[src/rtl/perf_counter_sampler.sv]
// Performance-counter sweep sampler: shares the counter-bank port with the CSR file and streams counter values out.
// Optional read-and-clear of sampled counters is enabled by defining PERF_SAMPLER_CLEAR_EN.
module perf_counter_sampler #(
    parameter int          XLEN         = 64,
    parameter int          NUM_COUNTERS = 14,
    parameter logic [4:0]  BASE_ADDR    = 5'd0
) (
    input  logic            clk_i,
    input  logic            rst_ni,
    input  logic            clr_i,
    input  logic            enable_i,
    input  logic [31:0]     interval_i,
    input  logic            trigger_i,
    input  logic            csr_req_i,
    input  logic [4:0]      csr_addr_i,
    input  logic            csr_we_i,
    input  logic [XLEN-1:0] csr_wdata_i,
    output logic [XLEN-1:0] csr_rdata_o,
    output logic [4:0]      pc_addr_o,
    output logic            pc_we_o,
    output logic [XLEN-1:0] pc_wdata_o,
    input  logic [XLEN-1:0] pc_rdata_i,
    output logic            sample_valid_o,
    input  logic            sample_ready_i,
    output logic [XLEN-1:0] sample_data_o,
    output logic [4:0]      sample_idx_o,
    output logic            sample_last_o,
    output logic            busy_o,
    output logic            overrun_o
);

    typedef enum logic [1:0] {
        S_IDLE = 2'd0,
        S_READ = 2'd1,
        S_OUT  = 2'd2
    } state_t;

    localparam logic [4:0] LAST_IDX = 5'(NUM_COUNTERS - 1);

    state_t            state_q, state_d;
    logic [4:0]        idx_q, idx_d;
    logic [31:0]       timer_q, timer_d;
    logic              sample_valid_q, sample_valid_d;
    logic [XLEN-1:0]   sample_data_q, sample_data_d;
    logic [4:0]        sample_idx_q, sample_idx_d;
    logic              sample_last_q, sample_last_d;
    logic              overrun_q, overrun_d;

    logic timer_run;
    logic periodic;
    logic start;
    logic capture;

    always_comb begin
        state_d        = state_q;
        idx_d          = idx_q;
        timer_d        = timer_q;
        sample_valid_d = sample_valid_q;
        sample_data_d  = sample_data_q;
        sample_idx_d   = sample_idx_q;
        sample_last_d  = sample_last_q;
        overrun_d      = overrun_q;

        // Equality compare only: a shrunken interval lets the timer wrap through 2^32.
        timer_run = enable_i && (interval_i != 32'd0);
        periodic  = timer_run && (timer_q == interval_i - 32'd1);
        if (timer_run) begin
            timer_d = periodic ? 32'd0 : timer_q + 32'd1;
        end

        start   = trigger_i | periodic;
        capture = (state_q == S_READ) && !csr_req_i;

        if (start && (state_q != S_IDLE)) begin
            overrun_d = 1'b1;
        end

        case (state_q)
            S_IDLE: begin
                if (start) begin
                    state_d = S_READ;
                    idx_d   = 5'd0;
                end
            end
            S_READ: begin
                if (capture) begin
                    sample_data_d  = pc_rdata_i;
                    sample_idx_d   = idx_q;
                    sample_last_d  = (idx_q == LAST_IDX);
                    sample_valid_d = 1'b1;
                    state_d        = S_OUT;
                end
            end
            S_OUT: begin
                if (sample_ready_i) begin
                    sample_valid_d = 1'b0;
                    sample_last_d  = 1'b0;
                    if (idx_q == LAST_IDX) begin
                        state_d = S_IDLE;
                        idx_d   = 5'd0;
                    end else begin
                        state_d = S_READ;
                        idx_d   = idx_q + 5'd1;
                    end
                end
            end
            default: begin
                state_d = S_IDLE;
            end
        endcase

        if (clr_i) begin
            state_d        = S_IDLE;
            idx_d          = 5'd0;
            timer_d        = 32'd0;
            sample_valid_d = 1'b0;
            sample_data_d  = '0;
            sample_idx_d   = 5'd0;
            sample_last_d  = 1'b0;
            overrun_d      = 1'b0;
        end
    end

    always_ff @(posedge clk_i or negedge rst_ni) begin
        if (!rst_ni) begin
            state_q        <= S_IDLE;
            idx_q          <= 5'd0;
            timer_q        <= 32'd0;
            sample_valid_q <= 1'b0;
            sample_data_q  <= '0;
            sample_idx_q   <= 5'd0;
            sample_last_q  <= 1'b0;
            overrun_q      <= 1'b0;
        end else begin
            state_q        <= state_d;
            idx_q          <= idx_d;
            timer_q        <= timer_d;
            sample_valid_q <= sample_valid_d;
            sample_data_q  <= sample_data_d;
            sample_idx_q   <= sample_idx_d;
            sample_last_q  <= sample_last_d;
            overrun_q      <= overrun_d;
        end
    end

    // The CSR file always wins the port; the sequencer only touches it in its capture cycle.
    always_comb begin
        pc_addr_o   = 5'd0;
        pc_we_o     = 1'b0;
        pc_wdata_o  = '0;
        csr_rdata_o = '0;
        if (csr_req_i) begin
            pc_addr_o   = csr_addr_i;
            pc_we_o     = csr_we_i;
            pc_wdata_o  = csr_wdata_i;
            csr_rdata_o = pc_rdata_i;
        end else if (capture) begin
            pc_addr_o = BASE_ADDR + idx_q;
`ifdef PERF_SAMPLER_CLEAR_EN
            pc_we_o   = 1'b1;
`else
            pc_we_o   = 1'b0;
`endif
        end
    end

    assign sample_valid_o = sample_valid_q;
    assign sample_data_o  = sample_data_q;
    assign sample_idx_o   = sample_idx_q;
    assign sample_last_o  = sample_last_q;
    assign busy_o         = (state_q != S_IDLE);
    assign overrun_o      = overrun_q;

endmodule

[config.mk]
export PLATFORM = sky130hd
export DESIGN_NAME = perf_counter_sampler
export DESIGN_NICKNAME = d
export VERILOG_FILES = /design/src/rtl/perf_counter_sampler.sv
export SDC_FILE = /design/constraint.sdc
export NUM_CORES = 1
export LEC_CHECK = 0
export ABC_AREA = 0
export CORE_AREA = 2 2 147 149
export DETAILED_ROUTE_END_ITERATION = 8
export DIE_AREA = 0 0 149 151
export GPL_TIMING_DRIVEN = 0
export PLACE_DENSITY = 0.73
export SLEW_MARGIN = 5
export SYNTH_ARGS = -nofsm -noshare
export SYNTH_HDL_FRONTEND = slang
export SYNTH_SLANG_ARGS = --single-unit
[constraint.sdc]
create_clock -name clk_i -period 3.5 [get_ports clk_i]
set_input_delay 0.7 -clock clk_i [delete_from_list [all_inputs] [get_ports clk_i]]
set_output_delay 0.7 -clock clk_i [all_outputs]
set_load 0.005 [all_outputs]
# Word-level counts from Yosys, hierarchy flattened
# Index checks and enable logic that the tools add are counted.
# word_totals
ff_bits	111
in_bits	173
output_inout_bits	207
# classes
n_addsub	3
n_eq_ne	7
muxes	34
bitwise	1
reduce_logical	18
# ops
operator	n
64-bit 2-to-1 mux	5
32-bit 2-to-1 mux	3
5-bit 2-to-1 mux	9
32-bit by 1-bit adder with 32-bit output, second input constant	1
32-bit equality test	1
32-bit nonzero test	1
32-bit by 1-bit subtractor with 32-bit output, second input constant	1
5-bit case mux with 2 select lines	1
2-bit nonzero test	5
1-bit 2-to-1 mux	9
3-bit inequality test, second input constant	3
3-bit AND reduction	3
2-bit 2-to-1 mux	4
2-bit case mux with 3 select lines	1
3-bit nonzero test	2
5-bit by 1-bit adder with 5-bit output, second input constant	1
5-bit by 4-bit equality test with 1-bit output, second input constant	1
1-bit logical AND	4
1-bit case mux with 2 select lines	2
2-bit by 1-bit equality test with 1-bit output, second input constant	1
2-bit equality test, second input constant	1
2-bit logical NOT	1
2-bit AND reduction	1
1-bit logical NOT	1
1-bit OR	1

# Depth between registers and ports, before layout
# depth
ltp_word	7
mapped_depth	12
mapped_depth_nobuf	11

# Worst setup path after synthesis
# Ideal clock, no wire load.
# synth_path
path_kind	input -> register
start	input interval_i[0]
end	register timer_q[0]
setup_time_ps	125
arrival_time_ps	3314
t_required_ps	3375
slack_ps	62
path_stages	12
cell_sequence	inv_1 > ha_1 > nor3b_2 > nand3_1 > or3_1 > a211oi_1 > nand4_1 > nor4b_2 > a41oi_2 > and2_1 > buf_6 > mux2_2
# synth_via
elab_chain_len	6
word_cells_on_any_way	9
classes_between	1 x add/sub; 1 x eq/ne; 3 x mux; 4 x reduce/logical
# synth_lines
element	line	source
from (decl)	12	input logic [31:0] interval_i,
32-bit by 1-bit subtractor with 32-bit output / 32-bit nonzero test (equally long branches)	66, 65	
32-bit equality test / 1-bit logical AND (equally long branches)	66, 65	
1-bit logical AND	66	periodic = timer_run && (timer_q == interval_i - 32'd1);
32-bit 2-to-1 mux	68	timer_d = periodic ? 32'd0 : timer_q + 32'd1;
32-bit 2-to-1 mux	67	if (timer_run) begin
32-bit 2-to-1 mux	112	if (clr_i) begin
to (signal assigned)	137	timer_q <= timer_d;
to (decl)	42	logic [31:0] timer_q, timer_d;
# Several ways; a longest one is shown, not always the timed one. The select of a mux whose other input is x is not followed.
# A chain may end at the register's enable or synchronous reset.

# Worst setup path after layout
# layout_path
start	input interval_i[20]
end	register idx_q[2]
# layout_via
elab_chain_len	6
word_cells_on_any_way	8
classes_between	1 x add/sub; 2 x eq/ne; 1 x bitwise; 4 x reduce/logical
# layout_lines
element	line	source
32-bit by 1-bit subtractor with 32-bit output / 32-bit nonzero test (equally long branches)	66, 65	
32-bit equality test / 1-bit logical AND (equally long branches)	66, 65	
1-bit logical AND *	66	
1-bit OR *	71	start = trigger_i | periodic;
3-bit inequality test (no line) *	--	
3-bit AND reduction (no line) *	--	
to (signal assigned)	136	idx_q <= idx_d;
to (decl)	41	logic [4:0] idx_q, idx_d;
# Every way passes the cells marked *; elsewhere a longest branch is shown, timed or not.

==> flow_summary.json <==
{
  "synthesis.nets": 1135,
  "reg2regPathDepth": 10,
  "setup.worst_path.start_class": "primary input",
  "clock-sinks": 111,
  "htreeDepth": 3,
  "setup_violations": 0,
  "multi_input_comb_area_um2": 4560,
  "r2r_slack_ps": 260,
  "drtIter0Drc": 654,
  "cts_tree": "built",
  "dieArea_um2": 22500,
  "worstSetupPathType": "primary input to flip-flop",
  "tightest_slew_ps": 736,
  "synth_cell_types": 67,
  "yosys.area.top_type": "dfrtp_1",
  "grt_max_degree": 70,
  "die_y_um": 151,
  "clk_latency_ps": 360,
  "synthArstFlopShare": 1.00,
  "fp.dieW_um": 149,
  "root_buffer": "clkbuf_16",
  "timing.rr.end": "timer_q[30]",
  "final-hold-violation-count": 0,
  "fin_crit_sh": 0.996,
  "r2r-start": "timer_q[6]",
  "io_pins": 380,
  "yosys_warnings": 0,
  "synth.avg_cell_area_um2": 7.83,
  "cts_buffers": 9,
  "final_util": 0.589,
  "crit_required_ps": 3730,
  "vias_per_cell": 5.36,
  "synth-edff-count": 0,
  "critPathCaptureType": "flip-flop",
  "synthToLayoutAreaGrowth_pct": 63.6,
  "critPathArrivalTime_ps": 3720,
  "drt_pass1_iterations": 5,
  "cts.clk_slew.worst_paths_ps": 80,
  "max_freq_mhz": 287,
  "drcViolationCount": 0,
  "ctsHoldBuffers": 0,
  "powerDensity_nw_per_um2": 274,
  "seqCellArea_um2": 2780,
  "initial_utilization": 0.360,
  "netlist_instances": 957,
  "ys_seq_elements": 111,
  "grt_pass1_vias": 8586,
  "hp-class": "primary input to async pin",
  "num-nets-final": 1537,
  "max-slew-margin-rel": 0.505,
  "finClkSkew_ps": 6.15,
  "track_usage": 0.306,
  "coreArea_um2": 20800,
  "fp-row-count": 53,
  "grt.overflow.total": 0,
  "avgRoutedWirePerCell_um": 21.1,
  "vias": 8793,
  "irDropWorstVdd_mv": 0.213,
  "finalNonFillerCells": 1641,
  "drive_above_1_share": 0.0689,
  "ant_nets": 0,
  "portBuffers": 372,
  "power_mw": 3.36,
  "whs_ps": 254,
  "p_leak_nw": 4.84,
  "yosys.area.top_type_share": 0.371,
  "place_congestion": 0.931,
  "final_common_cell": "clkdlybuf4s50_1",
  "dp_cells": 1605,
  "status": "completed",
  "drv_slew": 0,
  "final_cell_mix": "360 x clkdlybuf4s50_1, 185 x nand2_1, 132 x and2_1",
  "clock_path_buffers": 2,
  "ys_seq_area_frac": 0.371,
  "drv_cap": 0,
  "period_needed_ps": 3490,
  "syn_area_um2": 7490,
  "dpl.hpwl_um": 28100,
  "grt_pass1_wl_um": 51700,
  "setup_tns_ps": 0,
  "worst-path-max-fanout": 8,
  "routed_wl_um": 34700,
  "antenna_found_initial": 2,
  "synthFlopType": "dfrtp_1",
  "yosys-top-cells-area": "dfrtp_1 37%, and2_1 11%, nand2_1 9.3%",
  "fill_cells": 1965
}
-- stage by stage --
stage | setup WS, ps | area (um^2)
2_1_floorplan | 61.5 | 7490
3_3_place_gp | -2760 | 11600
3_5_place_dp | -1310 | 11600
4_1_cts | 10.9 | 12200
5_1_grt | -244 | 12300
6_report | 12.3 | 12300
-- cell families after synthesis --
family | share of synthesized area
AND/OR/NAND/NOR | 0.373
AO/OA/AOI/OAI | 0.148
flip-flops | 0.371
buffers and inverters | 0.0439
XOR/XNOR | 0.0398
multiplexers | 0.0165
adder cells (fa/ha/maj) | 0.00835
-- worst max-delay path, stage by stage --
cell	delay [ps]
clkdlybuf4s50_1	570
nor4_4	390
nand3_1	170
nor2_1	290
and3_1	230
xnor2_1	100
nor4_2	360
nand4_4	210
a2111oi_0	570
nor2_1	110
-- area by class of cell --
| class | count | share of cell area |
|---|---|---|
| Inverter | 16 | 0.00490 |
| Clock buffer | 9 | 0.0184 |
| Clock inverter | 7 | 0.00674 |
| Antenna cell | 2 | 0.000408 |
| Multi-Input combinational cell | 763 | 0.372 |
| Sequential cell | 111 | 0.227 |
| Tap cell | 275 | 0.0281 |
| Buffer | 66 | 0.0235 |
| Timing Repair Buffer | 392 | 0.319 |
-- how the worst max path moves through the flow --
stage | startpoint | endpoint | cells past startpoint
5_1_grt | interval_i[20] | idx_q[2] | 10
3_5_place_dp | interval_i[0] | idx_q[3] | 12
3_3_place_gp | rst_ni | sample_data_o[54] | 1
2_1_floorplan | interval_i[0] | timer_q[0] | 12
4_1_cts | interval_i[1] | timer_q[0] | 14
6_report | interval_i[20] | idx_q[2] | 10
-- cells in the mapped netlist, types with 8 or more instances --
library cell,number
and2_1,133
clkbuf_1,61
xnor2_1,18
nor3_1,18
a22o_1,10
o21ai_0,29
nand4_1,15
nand3_1,46
xor2_1,16
mux2i_1,9
nand2_1,185
dfrtp_1,111
inv_1,15
a21oi_1,88
nor4_1,18
a211oi_1,8
nor3b_1,9
and3_1,11
nor2_1,47
-- power breakdown --
| group | internal [mW] | total (mW) | switching, mW |
|---|---|---|---|
| clock | 0.565 | 1.09 | 0.521 |
| sequential | 1.32 | 1.35 | 0.0292 |
| combinational | 0.496 | 0.925 | 0.429 |
-- per-layer routing --
| layer | up-vias | part of all wire | track usage |
|---|---|---|---|
| met5 | - | 0 | 0 |
| met4 | 0 | 0.027 | 0.0862 |
| met3 | 58 | 0.072 | 0.0696 |
| met2 | 369 | 0.49 | 0.521 |
| met1 | 4254 | 0.41 | 0.391 |
| li1 | 4112 | - | - |
-- state kept, by name, indices dropped and copies added, names as in the netlist --
signal	count
sample_data_o	64
overrun_o	1
timer_q	32
sample_last_o	1
sample_valid_o	1
sample_idx_o	5
idx_q	5
state_q	2
-- timing repair --
item                       4_1_cts  5_1_grt
hold endpoints to repair         0        0
resized for setup               36       32
setup buffers                   15        3
pin swaps                        9        5
gates cloned                     0        1
setup endpoints to repair      102       33
(Power assumes the default switching activity.)
==> RTL edit, RTL diff (config.mk and constraints unchanged) <==
Put one more register stage on the output `overrun_o`, without a reset. The value now appears one clock later. The other outputs are not delayed to match.
--- a/src/rtl/perf_counter_sampler.sv
+++ b/src/rtl/perf_counter_sampler.sv
@@ -170,5 +170,7 @@
     assign sample_last_o  = sample_last_q;
     assign busy_o         = (state_q != S_IDLE);
-    assign overrun_o      = overrun_q;
+    always_ff @(posedge clk_i) begin
+        overrun_o <= overrun_q;
+    end
 
 endmodule
Formal check against the unedited RTL: not equivalent (Yosys sat finds a counterexample within 4 cycles, from zero or initial values and one cycle with rst_ni low).
==> RTL edit against the original RTL <==
  * Routed wire length is 5.9% lower
  * Count of clock-buffer cells in the layout is 1 higher
  * Design area is 0.23% lower
  * Worst setup slack better by 0.039 ns
  * Utilization is 0.14 points lower
  * Power is 2.5% lower
  * Synthesized area is 0.27% higher
  * Sequential cell count is 1 higher
  * Critical path type unchanged
  * Critical endpoint is now timer_q[11]
  * Largest power group unchanged
==> RTL edit: results (changes against the original RTL) <==
Outcome
  • Status: finished clean

Global route
  • GR Util met3: 0.0780 (+0.00843)
  • First-pass GRT wire length: 47,900 um (-7.3%)
  • M1 GR Usage: 0.342 (-0.0483)
  • Vias in the first global route: 8,177 (-4.8%)
  • Total GRT Usage: 0.283 (-0.0230)
  • Largest net degree at the start of global routing: 71 (+1.4%)
  • Initial antenna violation count: 3 (+1)

Yosys
  • Compound-Gate Fraction of Synth Area: 0.147 (-0.000394)
  • Largest cells by area after synthesis: dfrtp_1 (37%), and2_1 (11%), nand2_1 (9.2%)
  • Cells after Synth: 958 (+0.10%)
  • Synth Area in XOR/XNOR: 0.0396 (-0.000106)
  • Synth Net Count: 1,136 (+0.088%)
  • Netlist cell types: 68 (+1.5%)

Routing
  • WL met1: 13,000 um (-7.9%)
  • Routed length on met3: 2270 um (-9.2%)
  • Vias/cell: 5.25 (-2.1%)
  • Met2 wire len: 16,000 um (-6.8%)
  • Top Layer Used: met5
  • Total Wirelength: 32,600 um (-5.9%)
  • 1st-iter DRT viols: 589 (-9.9%)

Placed design
  • GP Congestion: 0.935 (+0.33%)
  • Post-place setup slack: -1.41 ns (-0.0911 ns)
  • Detailed Place HPWL: 26,400 um (-5.9%)

Worst setup path
  • Worst setup startpoint: interval_i[31]
  • Critical Path AT: 3.71 ns (about the same)
  • Top delay family on crit path: buffers and inverters
  • CP Max Fanout: 10 (+2)

Finish
  • Layout fillers: 1,926 (-2.0%)
  • Post-route insts no fill: 1,640 (-0.061%)
  • # nets final: 1,536 (-0.065%)
  • Share of layout cells above drive strength 1: 0.0690 (about the same)

STA
  • Fin Hold WS: 0.266 ns (+0.0124 ns)
  • Min cycle time layout: 3.45 ns (-0.0394 ns)
  • Relative slew slack: 0.501 (-0.00373)

Power and ir drop
  • Worst VDD drop: 245 uV (+15%)

Clock tree
  • Post-CTS Setup Bufs: 9 (-6)
  • Post-CTS resize count: 42 (+17%)
## RTL edit: cell type report
class | instances | area [um^2] | area share
plain buffers | 66 | 285 | 0.0233
multi-input cells | 763 | 4580 | 0.375
inverters | 16 | 60.1 | 0.00491
clock buffers | 10 | 239 | 0.0195
diodes | 2 | 5.00 | 0.000409
flip-flops and latches | 112 | 2800 | 0.229
clock inverters | 6 | 42.5 | 0.00348
repair buffers | 390 | 3870 | 0.317
well taps | 275 | 344 | 0.0281
## RTL edit: power by group through the flow
stage               Clock, uW  Combinational [uW]  Sequential (uW)
floorplan                   0                 286             1380
global placement            0                 878             1380
detailed placement          0                 885             1390
CTS                      1030                 906             1360
global route             1090                 985             1370
finish                   1000                 917             1360
## RTL edit: cells by family (layout without fill, tap and decap cells)
logic type               Yosys count  in the layout
XOR/XNOR                          34             34
multiplexers                      12             12
flip-flops                       112            112
AO/OA/AOI/OAI                    181            181
other                              0              2
adder cells (fa/ha/maj)            5              5
buffers and inverters             83            488
AND/OR/NAND/NOR                  531            531
